### config.mk
export PLATFORM = sky130hd
export DESIGN_NAME = muldiv_sequencer
export DESIGN_NICKNAME = d
export VERILOG_FILES = /design/src/rtl/muldiv_sequencer.sv
export SDC_FILE = /design/constraint.sdc
export NUM_CORES = 1
export LEC_CHECK = 0
export CAP_MARGIN = 20
export CORE_MARGIN = 2
export CORE_UTILIZATION = 40
export CTS_CLUSTER_DIAMETER = 80
export DETAILED_ROUTE_END_ITERATION = 12
export PLACE_DENSITY = 0.63
export SYNTH_ARGS = -nofsm -noshare
export SYNTH_HDL_FRONTEND = slang
export SYNTH_SLANG_ARGS = --single-unit
### constraint.sdc
create_clock -name clk -period 4.9 [get_ports clk]
set_input_delay 0.98 -clock clk [delete_from_list [all_inputs] [get_ports clk]]
set_output_delay 0.98 -clock clk [all_outputs]
set_load 0.005 [all_outputs]
### src/rtl/muldiv_sequencer.sv
// Iterative multiply/divide unit with HI/LO registers and its own sequencer.
// Shift-add multiply or restoring divide, one bit per clock, 33 cycles per operation.
module muldiv_sequencer #(
  parameter int DATA_W = 32,
  parameter int CNT_W  = 5
) (
  input  logic              clk,
  input  logic              reset,
  input  logic              issue_valid,
  input  logic [5:0]        OpCode,
  input  logic [5:0]        Funct,
  input  logic [DATA_W-1:0] rs_data,
  input  logic [DATA_W-1:0] rt_data,
  output logic              stall,
  output logic              busy,
  output logic [DATA_W-1:0] mf_data,
  output logic [DATA_W-1:0] hi_out,
  output logic [DATA_W-1:0] lo_out
);

  typedef enum logic [1:0] {
    S_IDLE = 2'd0,
    S_MUL  = 2'd1,
    S_DIV  = 2'd2,
    S_FIN  = 2'd3
  } state_t;

  localparam logic [5:0] F_MFHI  = 6'h10;
  localparam logic [5:0] F_MTHI  = 6'h11;
  localparam logic [5:0] F_MFLO  = 6'h12;
  localparam logic [5:0] F_MTLO  = 6'h13;
  localparam logic [5:0] F_MULT  = 6'h18;
  localparam logic [5:0] F_MULTU = 6'h19;
  localparam logic [5:0] F_DIV   = 6'h1a;
  localparam logic [5:0] F_DIVU  = 6'h1b;

  localparam logic [DATA_W-1:0]   ZERO_W   = {DATA_W{1'b0}};
  localparam logic [DATA_W-1:0]   ONES_W   = {DATA_W{1'b1}};
  localparam logic [2*DATA_W-1:0] ZERO_2W  = {(2*DATA_W){1'b0}};
  localparam logic [CNT_W-1:0]    CNT_ZERO = {CNT_W{1'b0}};
  localparam logic [CNT_W-1:0]    CNT_ONE  = {{(CNT_W-1){1'b0}}, 1'b1};
  localparam logic [CNT_W-1:0]    CNT_LAST = {CNT_W{1'b1}};

  // Magnitude of an operand; signed ops take |v|, unsigned ops pass v through.
  function automatic logic [DATA_W-1:0] f_mag(input logic [DATA_W-1:0] v, input logic sgn);
    f_mag = (sgn && v[DATA_W-1]) ? (ZERO_W - v) : v;
  endfunction

  function automatic logic [DATA_W-1:0] f_cond_neg(input logic [DATA_W-1:0] v, input logic neg);
    f_cond_neg = neg ? (ZERO_W - v) : v;
  endfunction

  state_t                r_state;
  state_t                w_next_state;
  logic [CNT_W-1:0]      r_cnt;
  logic [DATA_W-1:0]     r_hi;
  logic [DATA_W-1:0]     r_lo;
  logic [2*DATA_W-1:0]   r_work;
  logic [DATA_W-1:0]     r_b;
  logic [DATA_W-1:0]     r_rs_raw;
  logic                  r_neg_q;
  logic                  r_neg_r;
  logic                  r_div0;
  logic                  r_is_div;

  logic                  w_dec;
  logic                  w_is_mul;
  logic                  w_is_div;
  logic                  w_signed;
  logic                  w_is_mfhi;
  logic                  w_is_mflo;
  logic                  w_is_mthi;
  logic                  w_is_mtlo;
  logic                  w_hilo_op;
  logic                  w_start;
  logic                  w_wr_mthi;
  logic                  w_wr_mtlo;

  logic [DATA_W:0]       w_mul_sum;
  logic [2*DATA_W-1:0]   w_mul_step;
  logic [DATA_W:0]       w_div_shift;
  logic [DATA_W:0]       w_div_diff;
  logic [2*DATA_W-1:0]   w_div_step;
  logic [2*DATA_W-1:0]   w_prod;
  logic [DATA_W-1:0]     w_res_hi;
  logic [DATA_W-1:0]     w_res_lo;

  assign w_dec     = issue_valid && (OpCode == 6'h00);
  assign w_is_mul  = w_dec && ((Funct == F_MULT) || (Funct == F_MULTU));
  assign w_is_div  = w_dec && ((Funct == F_DIV)  || (Funct == F_DIVU));
  assign w_signed  = (Funct == F_MULT) || (Funct == F_DIV);
  assign w_is_mfhi = w_dec && (Funct == F_MFHI);
  assign w_is_mflo = w_dec && (Funct == F_MFLO);
  assign w_is_mthi = w_dec && (Funct == F_MTHI);
  assign w_is_mtlo = w_dec && (Funct == F_MTLO);
  assign w_hilo_op = w_is_mul || w_is_div || w_is_mfhi || w_is_mflo || w_is_mthi || w_is_mtlo;

  assign hi_out = r_hi;
  assign lo_out = r_lo;

  // FSM state register
  always_ff @(posedge clk) begin
    if (reset) begin
      r_state <= S_IDLE;
    end else begin
      r_state <= w_next_state;
    end
  end

  // FSM next-state logic
  always_comb begin
    w_next_state = r_state;
    case (r_state)
      S_IDLE: begin
        if (w_is_mul) begin
          w_next_state = S_MUL;
        end else if (w_is_div) begin
          w_next_state = S_DIV;
        end else begin
          w_next_state = S_IDLE;
        end
      end
      S_MUL, S_DIV: begin
        if (r_cnt == CNT_LAST) begin
          w_next_state = S_FIN;
        end else begin
          w_next_state = r_state;
        end
      end
      S_FIN:   w_next_state = S_IDLE;
      default: w_next_state = S_IDLE;
    endcase
  end

  // FSM outputs: hazard stall, busy, move-from read port and IDLE-only strobes
  always_comb begin
    busy      = (r_state != S_IDLE);
    stall     = 1'b0;
    mf_data   = ZERO_W;
    w_start   = 1'b0;
    w_wr_mthi = 1'b0;
    w_wr_mtlo = 1'b0;
    if (reset) begin
      stall   = 1'b0;
      mf_data = ZERO_W;
    end else begin
      stall     = w_hilo_op && (r_state != S_IDLE);
      w_start   = (w_is_mul || w_is_div) && (r_state == S_IDLE);
      w_wr_mthi = w_is_mthi && (r_state == S_IDLE);
      w_wr_mtlo = w_is_mtlo && (r_state == S_IDLE);
      if (w_is_mfhi) begin
        mf_data = r_hi;
      end else if (w_is_mflo) begin
        mf_data = r_lo;
      end else begin
        mf_data = ZERO_W;
      end
    end
  end

  // One iteration step of each algorithm plus final sign correction
  always_comb begin
    w_mul_sum   = {1'b0, r_work[2*DATA_W-1:DATA_W]} + (r_work[0] ? {1'b0, r_b} : {(DATA_W+1){1'b0}});
    w_mul_step  = {w_mul_sum, r_work[DATA_W-1:1]};
    w_div_shift = r_work[2*DATA_W-1:DATA_W-1];
    w_div_diff  = w_div_shift - {1'b0, r_b};
    w_div_step  = ZERO_2W;
    if (!w_div_diff[DATA_W]) begin
      w_div_step = {w_div_diff[DATA_W-1:0], r_work[DATA_W-2:0], 1'b1};
    end else begin
      w_div_step = {w_div_shift[DATA_W-1:0], r_work[DATA_W-2:0], 1'b0};
    end
    w_prod   = r_neg_q ? (ZERO_2W - r_work) : r_work;
    w_res_hi = ZERO_W;
    w_res_lo = ZERO_W;
    if (r_div0) begin
      w_res_hi = r_rs_raw;
      w_res_lo = ONES_W;
    end else if (r_is_div) begin
      w_res_hi = f_cond_neg(r_work[2*DATA_W-1:DATA_W], r_neg_r);
      w_res_lo = f_cond_neg(r_work[DATA_W-1:0], r_neg_q);
    end else begin
      w_res_hi = w_prod[2*DATA_W-1:DATA_W];
      w_res_lo = w_prod[DATA_W-1:0];
    end
  end

  // Datapath: operand capture, iteration, HI/LO writes
  always_ff @(posedge clk) begin
    if (reset) begin
      r_cnt    <= CNT_ZERO;
      r_hi     <= ZERO_W;
      r_lo     <= ZERO_W;
      r_work   <= ZERO_2W;
      r_b      <= ZERO_W;
      r_rs_raw <= ZERO_W;
      r_neg_q  <= 1'b0;
      r_neg_r  <= 1'b0;
      r_div0   <= 1'b0;
      r_is_div <= 1'b0;
    end else begin
      case (r_state)
        S_IDLE: begin
          if (w_start) begin
            r_work   <= {ZERO_W, f_mag(rs_data, w_signed)};
            r_b      <= f_mag(rt_data, w_signed);
            r_rs_raw <= rs_data;
            r_neg_q  <= w_signed && (rs_data[DATA_W-1] ^ rt_data[DATA_W-1]);
            r_neg_r  <= w_signed && rs_data[DATA_W-1];
            r_div0   <= w_is_div && (rt_data == ZERO_W);
            r_is_div <= w_is_div;
            r_cnt    <= CNT_ZERO;
          end else if (w_wr_mthi) begin
            r_hi <= rs_data;
          end else if (w_wr_mtlo) begin
            r_lo <= rs_data;
          end
        end
        S_MUL: begin
          r_work <= w_mul_step;
          r_cnt  <= r_cnt + CNT_ONE;
        end
        S_DIV: begin
          r_work <= w_div_step;
          r_cnt  <= r_cnt + CNT_ONE;
        end
        S_FIN: begin
          r_hi <= w_res_hi;
          r_lo <= w_res_lo;
        end
        default: r_cnt <= CNT_ZERO;
      endcase
    end
  end

endmodule

==> impl_metrics.yaml <==
run_status:
  status: "complete, no violations"
timing:
  setup_viol: 0
  fin_crit_ns: 4.465
  fin_crit_sh: 0.9112
  final_max_slew_viol_count: 0
  finalHoldViolCount: 0
  worst_slew_pin_slew_ns: 1.054
  rsz0062_at_grt: "no"
  setup_slack_ns: 0.4352
  skew_ns: 0.009548
  setup-tns-final_ns: 0
  fmaxAchievable_ghz: 0.2240
  maxSlewHeadroom: 0.2976
floorplanning:
  start_util: 0.4044
  die_w_um: 204.2
  ioPinCount: 177
  design.core.area_um2: 39640
  die_area_um2: 41690
  die_height_um: 204.2
  rows: 73
power:
  powerDensity_nw_per_um2: 267.8
  totalPowerFinal_mw: 5.079
  ir_drop_mv: 0.2954
  power_leakage_nw: 6.958
critical_path:
  crit_required_ns: 3.92
  cp_cell_sequence: "clkdlybuf4s50_1 -> nor4b_1 -> nand4b_1 -> buf_4 -> inv_1 -> nand2_1 -> nor2_2 -> buf_12 -> a22oi_1 -> nor2_1 -> clkdlybuf4s50_1"
  critPathLaunch: "OpCode[1]"
  reg2reg_slack_ns: 0.64
  worst_r2r_endpoint: "r_work[43]"
  arrival_ns: 3.48
  crit_end: "mf_data[5]"
  setup.worst_path.end_class: "output pin"
  cp-start-kind: "input pin"
  r2r_cells: 15
  critPathKind: "in -> out"
  cpMostUsedCell: "clkdlybuf4s50_1"
  max_stage_delay_ns: 0.55
  timing.rr.start: "r_work[31]"
  path_max_fanout: 32
  critPathSlowestCell: "clkdlybuf4s50_1"
drt:
  dr.pass1.iters: 5
  num_vias: 16940
  finalWirelength_um: 58030
  drc_errors: 0
  wl_per_cell_um: 20.67
  first_iter_violations: 1461
  via_per_inst: 6.032
  ant_nets: 0
clock_tree:
  postCtsSetupRepairBufs: 0
  post_cts_resize_count: 0
  numCtsBuffers: 26
  cts_buffer_depth: 3
  htreeDepth: 1
  cts_root_buf: "clkbuf_16"
  clk_pin_slew_worst_paths_ns: 0.05
  ctsHoldBuffers: 0
  cts_num_sinks: 203
  tritoncts: "yes"
  clk-insertion-delay-late_ns: 0.54
grt:
  track_usage: 0.2714
  grt_antenna_before_repair: 0
  grt_pass1_vias: 15960
  grt_max_degree: 74
  grt_first_pass_wirelength_um: 90530
  overflow: 0
yosys:
  syn-cell-area_um2: 16030
  ys_ff_latch: 203
  ys_seq_area_frac: 0.2535
  synth_warnings: 0
  synth_edf_count: 0
  synth_compound_area_frac: 0.2858
  synth_top_area_frac: 0.2535
  ys_async_sr_fraction: 0
  synth_cells: 2189
  yosys.area_share.simple: 0.2328
  synthXorXnorAreaFrac: 0.09179
  synth_nets: 2344
  ys_types: 86
  netlist.top_cell.by_area: "dfxtp_1"
  synth_top_family_by_area: "compound AO/OA/AOI/OAI gates"
  synth_area_leaders: "dfxtp_1 25%, a21oi_1 6.8%, nand2_1 6.7%"
  ys.flop_type: "dfxtp_1"
  muxShareOfSynthArea: 0.01007
  avgSynthCellArea_um2: 7.323
  synth_fa_ha_area_frac: 0.06026
place:
  pre_cts_slack_ns: 0.4340
  dp_hpwl_um: 42420
  portBuffers: 176
  gp_congestion: 0.9666
finish:
  layout-area-overhead-vs-synth_pct: 18.32
  nets: 2420
  diodes: 0
  fillers: 3981
  drive_above_1_share: 0.05913
run:
  drv_cap: 0
worst_hold_path:
  hold_class: "reg -> reg"
cell families (layout without fill, tap and decap cells):
| logic type | after synthesis | count (layout) |
|---|---|---|
| adders and majority gates | 76 | 76 |
| and+or+nand+nor | 770 | 770 |
| DFF | 203 | 203 |
| muxes | 16 | 16 |
| xor gates and xnor gates | 168 | 168 |
| AOI/OAI and AO/OA | 715 | 715 |
| buffers and inverters | 241 | 335 |
synth_stat cells, types with 7 or more instances:
cell type    n
nand3_1     34
xnor2_1    105
nor4_1       9
o21ai_0    145
a31oi_1     24
a21o_1      19
and3_1      12
mux2i_1     15
xor2_1      63
nand4_1     11
a22o_1       7
nand2_1    287
nand2b_1    16
o211ai_1    41
or4_1        8
o41ai_1      9
a311oi_1    10
a22oi_1     82
nor2_1     207
buf_1       13
ha_1        74
nor2b_1      9
o221ai_1    40
clkbuf_1   138
nor3_1      26
buf_2        8
dfxtp_1    203
and2_1       8
nor4_2       7
inv_1       64
or3_1       52
a211oi_1    23
o31ai_1     30
a21oi_1    219
nand3b_1    52
metal layers:
layer,share of wire,wire length [µm],GRT usage
met1,0.45,25920,0.3754
met2,0.45,26120,0.4378
met3,0.076,4390,0.03061
met4,0.028,1596,0.09187
met5,0,0,0
placed cells by master, fill, tap and decap left out, drive strengths merged, types with 15 or more instances in the layout:
cell | synthesis | routed
nand3 | 35 | 35
o211ai | 42 | 42
mux2i | 15 | 15
clkbuf | 146 | 40
nand2b | 16 | 16
dfxtp | 203 | 203
a22oi | 82 | 82
xor2 | 63 | 63
o31ai | 31 | 31
xnor2 | 105 | 105
inv | 64 | 65
nor3 | 27 | 27
a21o | 19 | 19
nor4 | 18 | 18
a31oi | 24 | 24
a21oi | 219 | 219
ha | 74 | 74
o221ai | 40 | 40
a211oi | 23 | 23
nand3b | 53 | 53
or3 | 54 | 54
nor2 | 207 | 207
nand2 | 287 | 287
o21ai | 151 | 151
clkdlybuf4s50 | 0 | 175
buf | 27 | 50
worst max-delay path, delay by kind of cell:
family / cells / cell delay [ns]
buffers and inverters: 5 / 1.44
AND/OR/NAND/NOR: 5 / 0.95
AO/OA/AOI/OAI: 1 / 0.11
where the power goes:
part	switching, mW	internal [mW]	leakage [nW]
Clock	0.768	1.18	0.424
Sequential	0.0951	1.70	1.63
Combinational	0.879	0.462	4.90
flip-flops by register name, indices dropped and copies added (netlist names):
signal and flops:
r_div0 1, r_cnt 5, r_work 64, r_b 32
hi_out 32, r_state 2, r_rs_raw 32, r_is_div 1
r_neg_r 1, lo_out 32, r_neg_q 1
stage by stage:
| step | cell area [µm²] | std cells | hold WS [ns] | util |
|---|---|---|---|---|
| 3_3_place_gp | 18100 | 2762 | 0.4448 | 0.4565 |
| 2_1_floorplan | 16030 | 2189 | 0.4319 | - |
| 6_report | 18970 | 2808 | 0.4550 | 0.4785 |
| 4_1_cts | 18970 | 2808 | 0.4565 | 0.4785 |
| 3_5_place_dp | 18100 | 2762 | 0.4486 | 0.4565 |
| 5_1_grt | 18970 | 2808 | 0.4924 | 0.4785 |
layout make-up:
type / count / area (µm²) / area share
Multi-Input combinational cell: 1745 / 10980 / 0.5789
Sequential cell: 203 / 4064 / 0.2143
Timing Repair Buffer: 225 / 2156 / 0.1137
Clock buffer: 40 / 804.5 / 0.04242
Tap cell: 525 / 656.9 / 0.03463
Inverter: 64 / 240.2 / 0.01267
Clock inverter: 6 / 66.31 / 0.003496
how the worst min path moves through the flow:
stage	to	start	cells after the start
floorplan	r_b[31]	r_b[31]	2
finish	r_b[31]	r_b[31]	2
global route	lo_out[18]	lo_out[18]	2
detailed placement	r_b[31]	r_b[31]	2
global placement	r_b[31]	r_b[31]	2
CTS	r_b[31]	r_b[31]	2
(Power assumes the default switching activity.)
